## src/rtl/mux_rr_arb_pkg.sv

```systemverilog
// Shared mode encodings and sizing helper for the N-channel arbitrated mux.
// Imported by the arbiter and the top-level output stage.
package mux_pkg;

    localparam logic MODE_RR    = 1'b0;
    localparam logic MODE_FIXED = 1'b1;

    // Ceiling log2, used to size the channel index.
    function automatic int clog2(input int n);
        int r;
        r = 0;
        for (int i = 0; i < 32; i++) begin
            if ((1 << r) < n) begin
                r = r + 1;
            end
        end
        return r;
    endfunction

    function automatic int sel_width(input int n);
        return (clog2(n) < 1) ? 1 : clog2(n);
    endfunction

endpackage

```

## src/rtl/mux_rr_arb_arbiter.sv

```systemverilog
// Combinational round-robin / fixed-priority grant over N_CH requesters; owns the rr pointer.
// Grant is same-cycle; the pointer only moves when the top reports a completed transfer.
module rr_arbiter
    import mux_pkg::*;
#(
    parameter int N_CH = 4,
    localparam int SELW = sel_width(N_CH)
) (
    input  logic            clk,
    input  logic            reset,
    input  logic [N_CH-1:0] req,
    input  logic            mode,
    input  logic            advance,
    output logic [N_CH-1:0] grant,
    output logic [SELW-1:0] idx
);

    logic [SELW-1:0] ptr;

    // Walk the channels starting at ptr (rr) or at 0 (fixed); first requester wins.
    always_comb begin
        logic            found;
        int              cand;
        logic [SELW-1:0] cand_idx;
        grant    = '0;
        idx      = '0;
        found    = 1'b0;
        cand     = 0;
        cand_idx = '0;
        for (int k = 0; k < N_CH; k++) begin
            if (mode == MODE_FIXED) begin
                cand = k;
            end else begin
                cand = (int'(ptr) + k) % N_CH;
            end
            cand_idx = cand[SELW-1:0];
            if (!found && req[cand_idx]) begin
                found           = 1'b1;
                grant[cand_idx] = 1'b1;
                idx             = cand_idx;
            end
        end
    end

    always_ff @(posedge clk or negedge reset) begin
        if (!reset) begin
            ptr <= '0;
        end else if (advance && mode == MODE_RR) begin
            ptr <= (idx == SELW'(N_CH - 1)) ? '0 : idx + SELW'(1);
        end
    end

endmodule

```

## src/rtl/mux_rr_arb.sv

```systemverilog
// N-channel valid/ready mux with rr/fixed arbitration into one registered output word, 1-cycle latency.
// While the output word is stalled (out_valid & ~out_ready) every in_ready is held low.
module mux_rr_arb
    import mux_pkg::*;
#(
    parameter int N_CH  = 4,
    parameter int WIDTH = 8,
    localparam int SELW = sel_width(N_CH)
) (
    input  logic                  clk,
    input  logic                  reset,
    input  logic                  mode,
    input  logic [N_CH-1:0]       in_valid,
    input  logic [N_CH*WIDTH-1:0] in_data,
    output logic [N_CH-1:0]       in_ready,
    output logic                  out_valid,
    output logic [WIDTH-1:0]      out_data,
    output logic [SELW-1:0]       out_sel,
    input  logic                  out_ready
);

    logic             load;
    logic             xfer;
    logic [N_CH-1:0]  grant;
    logic [SELW-1:0]  grant_idx;
    logic [WIDTH-1:0] ch_data [N_CH];

    for (genvar i = 0; i < N_CH; i++) begin : g_unpack
        assign ch_data[i] = in_data[i*WIDTH +: WIDTH];
    end

    // Register can take a new word when empty or when its current word leaves this cycle.
    assign load     = ~out_valid | out_ready;
    assign in_ready = (reset && load) ? grant : '0;
    assign xfer     = |(in_valid & in_ready);

    rr_arbiter #(
        .N_CH (N_CH)
    ) u_arb (
        .clk     (clk),
        .reset   (reset),
        .req     (in_valid),
        .mode    (mode),
        .advance (xfer),
        .grant   (grant),
        .idx     (grant_idx)
    );

    // Idle load clears valid only; data/sel keep the last delivered word.
    always_ff @(posedge clk or negedge reset) begin
        if (!reset) begin
            out_valid <= 1'b0;
            out_data  <= '0;
            out_sel   <= '0;
        end else if (load) begin
            if (xfer) begin
                out_valid <= 1'b1;
                out_data  <= ch_data[grant_idx];
                out_sel   <= grant_idx;
            end else begin
                out_valid <= 1'b0;
            end
        end
    end

endmodule

```

## config.mk

```make
export PLATFORM = sky130hd
export DESIGN_NAME = mux_rr_arb
export DESIGN_NICKNAME = d
export VERILOG_FILES = /design/src/rtl/mux_rr_arb_pkg.sv /design/src/rtl/mux_rr_arb_arbiter.sv /design/src/rtl/mux_rr_arb.sv
export SDC_FILE = /design/constraint.sdc
export NUM_CORES = 1
export LEC_CHECK = 0
export ABC_AREA = 1
export CAP_MARGIN = 10
export CORE_MARGIN = 2
export CORE_UTILIZATION = 41
export DETAILED_ROUTE_END_ITERATION = 8
export PLACE_DENSITY = 0.78
export RECOVER_POWER = 50
export SETUP_SLACK_MARGIN = 0.3
export SYNTH_ARGS = -nofsm -noshare
export SYNTH_HDL_FRONTEND = slang
export SYNTH_SLANG_ARGS = --single-unit
export TNS_END_PERCENT = 100
```

## constraint.sdc

```tcl
create_clock -name clk -period 1.72 [get_ports clk]
set_input_delay 0.344 -clock clk [delete_from_list [all_inputs] [get_ports clk]]
set_output_delay 0.344 -clock clk [all_outputs]
set_load 0.05 [all_outputs]
```

==> results of run 1 <==
==> synthesized netlist by cell type <==
| library cell | count |
|---|---|
| sky130_fd_sc_hd__a21boi_0 | 1 |
| sky130_fd_sc_hd__nor2_8 | 1 |
| sky130_fd_sc_hd__o21a_1 | 1 |
| sky130_fd_sc_hd__nand3_2 | 3 |
| sky130_fd_sc_hd__nor2_2 | 2 |
| sky130_fd_sc_hd__nand2_1 | 97 |
| sky130_fd_sc_hd__inv_1 | 32 |
| sky130_fd_sc_hd__and2_4 | 1 |
| sky130_fd_sc_hd__or2_2 | 1 |
| sky130_fd_sc_hd__a21oi_1 | 1 |
| sky130_fd_sc_hd__nand4_1 | 1 |
| sky130_fd_sc_hd__o21ai_0 | 3 |
| sky130_fd_sc_hd__o21ai_1 | 3 |
| sky130_fd_sc_hd__o21ai_2 | 1 |
| sky130_fd_sc_hd__nor2_4 | 2 |
| sky130_fd_sc_hd__buf_4 | 4 |
| sky130_fd_sc_hd__nand2_2 | 13 |
| sky130_fd_sc_hd__inv_2 | 4 |
| sky130_fd_sc_hd__nand3_1 | 39 |
| sky130_fd_sc_hd__nand2_4 | 6 |
| sky130_fd_sc_hd__nand3b_1 | 16 |
| sky130_fd_sc_hd__nor2_1 | 3 |
| sky130_fd_sc_hd__buf_6 | 3 |
| sky130_fd_sc_hd__dfrtp_1 | 13 |
| sky130_fd_sc_hd__buf_8 | 1 |
==> area by class of cell <==
class,count,area (um2),area share [%]
Inverter,36,155,5.35
Timing Repair Buffer,103,983,33.9
Tap cell,48,60.1,2.07
Sequential cell,13,328,11.3
Multi-Input combinational cell,198,1330,45.8
Clock buffer,4,45.0,1.55
==> registers in the layout, indices dropped and copies added (netlist names) <==
| name | count |
|---|---|
| u_arb.ptr | 2 |
| out_valid | 1 |
| out_sel | 2 |
| out_data | 8 |
==> through the flow <==
stage	instances	setup slack (ns)
final	402	-0.769
after global placement	376	-0.744
after detailed placement	376	-0.802
after CTS	398	-0.612
after floorplan	252	-0.158
after global routing	402	-0.833
==> what timing repair did <==
action / 4_1_cts / 5_1_grt
hold buffers: 0 / 0
resized for setup: 35 / 40
pin swaps: 15 / 32
gates cloned: 5 / 0
buffers inserted: 13 / 4
endpoints found under the setup margin: 17 / 17
==> report_power, final <==
| part | switching (mW) | leakage [nW] | internal [mW] |
|---|---|---|---|
| registers | 0.160 | 0.158 | 0.472 |
| clock network | 0.105 | 0.0228 | 0.163 |
| logic | 2.80 | 1.31 | 1.79 |
==> worst paths after layout <==
check	slack, ns	depth (start not counted)	startpoint	to
setup / recovery	-0.77	18	u_arb.ptr[0]$_DFFE_PN0P_	out_data[2]$_DFFE_PN0P_
hold / removal	0.48	2	out_sel[1]$_DFFE_PN0P_	out_sel[1]$_DFFE_PN0P_
setup reg to reg	-0.77	18	u_arb.ptr[0]$_DFFE_PN0P_	out_data[2]$_DFFE_PN0P_
hold reg to reg	0.48	2	out_sel[1]$_DFFE_PN0P_	out_sel[1]$_DFFE_PN0P_
max in group asynchronous	0.56	2	reset	u_arb.ptr[1]$_DFFE_PN0P_
min in group asynchronous	0.69	2	reset	out_data[5]$_DFFE_PN0P_
==> per-layer routing <==
layer  GRT usage, %  up-vias  routed length, um
met5              0        -                  0
met1           33.0     1031               2370
met2           45.7      186               3210
met3           1.37       59                607
li1               -      999                  -
met4           10.2        0                522
==> worst reg2reg max path, stage by stage, from the launching register on <==
cell	delay (ns)
sky130_fd_sc_hd__dfrtp_2	0.52
sky130_fd_sc_hd__buf_6	0.14
sky130_fd_sc_hd__inv_2	0.03
sky130_fd_sc_hd__nor2_4	0.13
sky130_fd_sc_hd__nand2_2	0.12
sky130_fd_sc_hd__nand2_2	0.12
sky130_fd_sc_hd__nand2_2	0.08
sky130_fd_sc_hd__nand2_4	0.10
sky130_fd_sc_hd__nor2_8	0.07
sky130_fd_sc_hd__buf_6	0.12
sky130_fd_sc_hd__buf_6	0.12
sky130_fd_sc_hd__and2_4	0.16
sky130_fd_sc_hd__nand2_8	0.11
sky130_fd_sc_hd__buf_6	0.13
sky130_fd_sc_hd__nand3b_1	0.13
sky130_fd_sc_hd__nand3_2	0.11
sky130_fd_sc_hd__nand2_1	0.07
sky130_fd_sc_hd__nand2_1	0.06
sky130_fd_sc_hd__nand2_1	0.05
==> cells by family after synthesis <==
| group | after synthesis | synth area share [%] |
|---|---|---|
| simple gates | 185 | 61.3 |
| compound gates | 10 | 3.81 |
| buf+inv | 44 | 13.9 |
| flops | 13 | 21.1 |
==> results_dict.tcl, run 1 <==
set metrics [dict create \
    result_of_the_run "finished with violations" \
    failed_checks "negative setup slack" \
    cts-buffers-inserted 3 \
    buffers_plus_inverters_on_the_worst_setup_path 5 \
    most_common_cell_after_layout_fill_and_taps_aside "sky130_fd_sc_hd__nand2_1" \
    io_pins 55 \
    totalWireLength_um 6720 \
    drt_first_iter_violations 186 \
    post_drt_via_cell_ratio 5.66 \
    critical_path.startpoint_type "flop" \
    timing.final.max_slew_violations 0 \
    number_of_filler_cells_placed_in_the_layout 213 \
    clockRootBuffer "sky130_fd_sc_hd__clkbuf_8" \
    final-hold-violation-count 0 \
    synthesis.yosys.warnings 0 \
    clk_pin_slew_worst_paths_ns 0.05 \
    finalInstanceArea_um2 2900 \
    cp_most_frequent_cell "sky130_fd_sc_hd__buf_6" \
    hold_path.class "flop to flop" \
    cts_sinks 13 \
    power_density_normalized_to_cell_area_nw_per_um2 1890 \
    first_global_vias 1880 \
    fin_crit_sh_pct 145 \
    detail_route.drc_violations 0 \
    most-common-layout-cells "sky130_fd_sc_hd__nand2_1 (73), sky130_fd_sc_hd__buf_4 (44), sky130_fd_sc_hd__clkdlybuf4s50_1 (37)" \
    die_height_um 65.4 \
    synth_fp_nets 292 \
    critical-path-top-delay-family "simple AND/OR/NAND/NOR gates" \
    maxSlewHeadroom_pct 55.3 \
    die_area_um2 4270 \
    hpwl_um 3430 \
    setup-tns-final_ns -11.50 \
    critPathRequiredTime_ns 1.85 \
    flow.area_growth_from_synthesis_pct 87.8 \
    grt_antenna_before_repair 0 \
    worst-setup-path-type "flop to flop" \
    layout-drive-gt1-share_pct 44.1 \
    ant_nets 0 \
    synth_top_cell_by_area "sky130_fd_sc_hd__nand2_1" \
    route.vias.total 2275 \
    post_synth.cell_area_avg_um2 6.13 \
    gate_count_of_the_mapped_netlist 252 \
    insertion_delay_ns 0.24 \
    synth_cell_types 25 \
    tritoncts_clock_tree "done" \
    gp_congestion 0.885 \
    total_power_mw 5.49 \
    setup_viol 17 \
    global_route_usage_over_all_layers_pct 25.9 \
    final_net_count 395 \
    synthTopCellsByArea "sky130_fd_sc_hd__nand2_1 (24%), sky130_fd_sc_hd__dfrtp_1 (21%), sky130_fd_sc_hd__nand3_1 (13%)" \
    worst_ir_drop_vdd_mv 0.762 \
    holdWs_ns 0.476 \
    placement.cell_area_um2 2390 \
    netlist_area_um2 1540 \
    route.detailed.wl_per_inst_um 16.7 \
    max_freq_ghz 0.402 \
    grt_max_degree 14 \
    timing.critical_path.cells "buf_6, inv_2, nor2_4, nand2_2, nand2_2, nand2_2, nand2_4, nor2_8, buf_6, buf_6, and2_4, nand2_8, buf_6, nand3b_1, nand3_2, nand2_1, nand2_1, nand2_1" \
    final.setup_skew_ns 0.00193 \
    cts_buffer_depth 2 \
    worst-endpoint-arrival_ns 2.62 \
    post-route-min-period_ns 2.49 \
    synthesis_stage_register_bit_count 13 \
    clock_tree.htree_level_count 1 \
    portBuffers 54 \
    synth_top_cell_area_share_pct 23.6 \
    layout_setup_ws_ns -0.769 \
    cp_slowest_stage_delay_ns 0.52 \
    cap_violations 0 \
    layout.core_utilization_pct 79.8 \
    grt_pass1_wl_um 8650 \
    yosysSeqAreaShare_pct 21.1 \
    critPathCaptureType "flop" \
    diodes 0 \
    placeableCoreArea_um2 3630 \
    p_leak_nw 1.49 \
    cp_slowest_cell "sky130_fd_sc_hd__dfrtp_2" \
    detail_route.first_pass.iterations 5 \
    worstMarginPinSlew_ns 0.670 \
    chipWidth_um 65.4 \
    critical_path_peak_fanout 8 \
    initial_core_util_pct 42.5 \
    unrepaired_setup_endpoints_after_global_routing "yes" \
    grt.overflow.total 0 \
    num_rows 22 \
]
No activity file was read; power rests on OpenSTA's default activity.
==> run 2: changes to the inputs <==
- GPL_ROUTABILITY_DRIVEN: unset -> 0
==> results of run 2 <==
No change in the layout: final DEF, timing and power equal those of run 1.
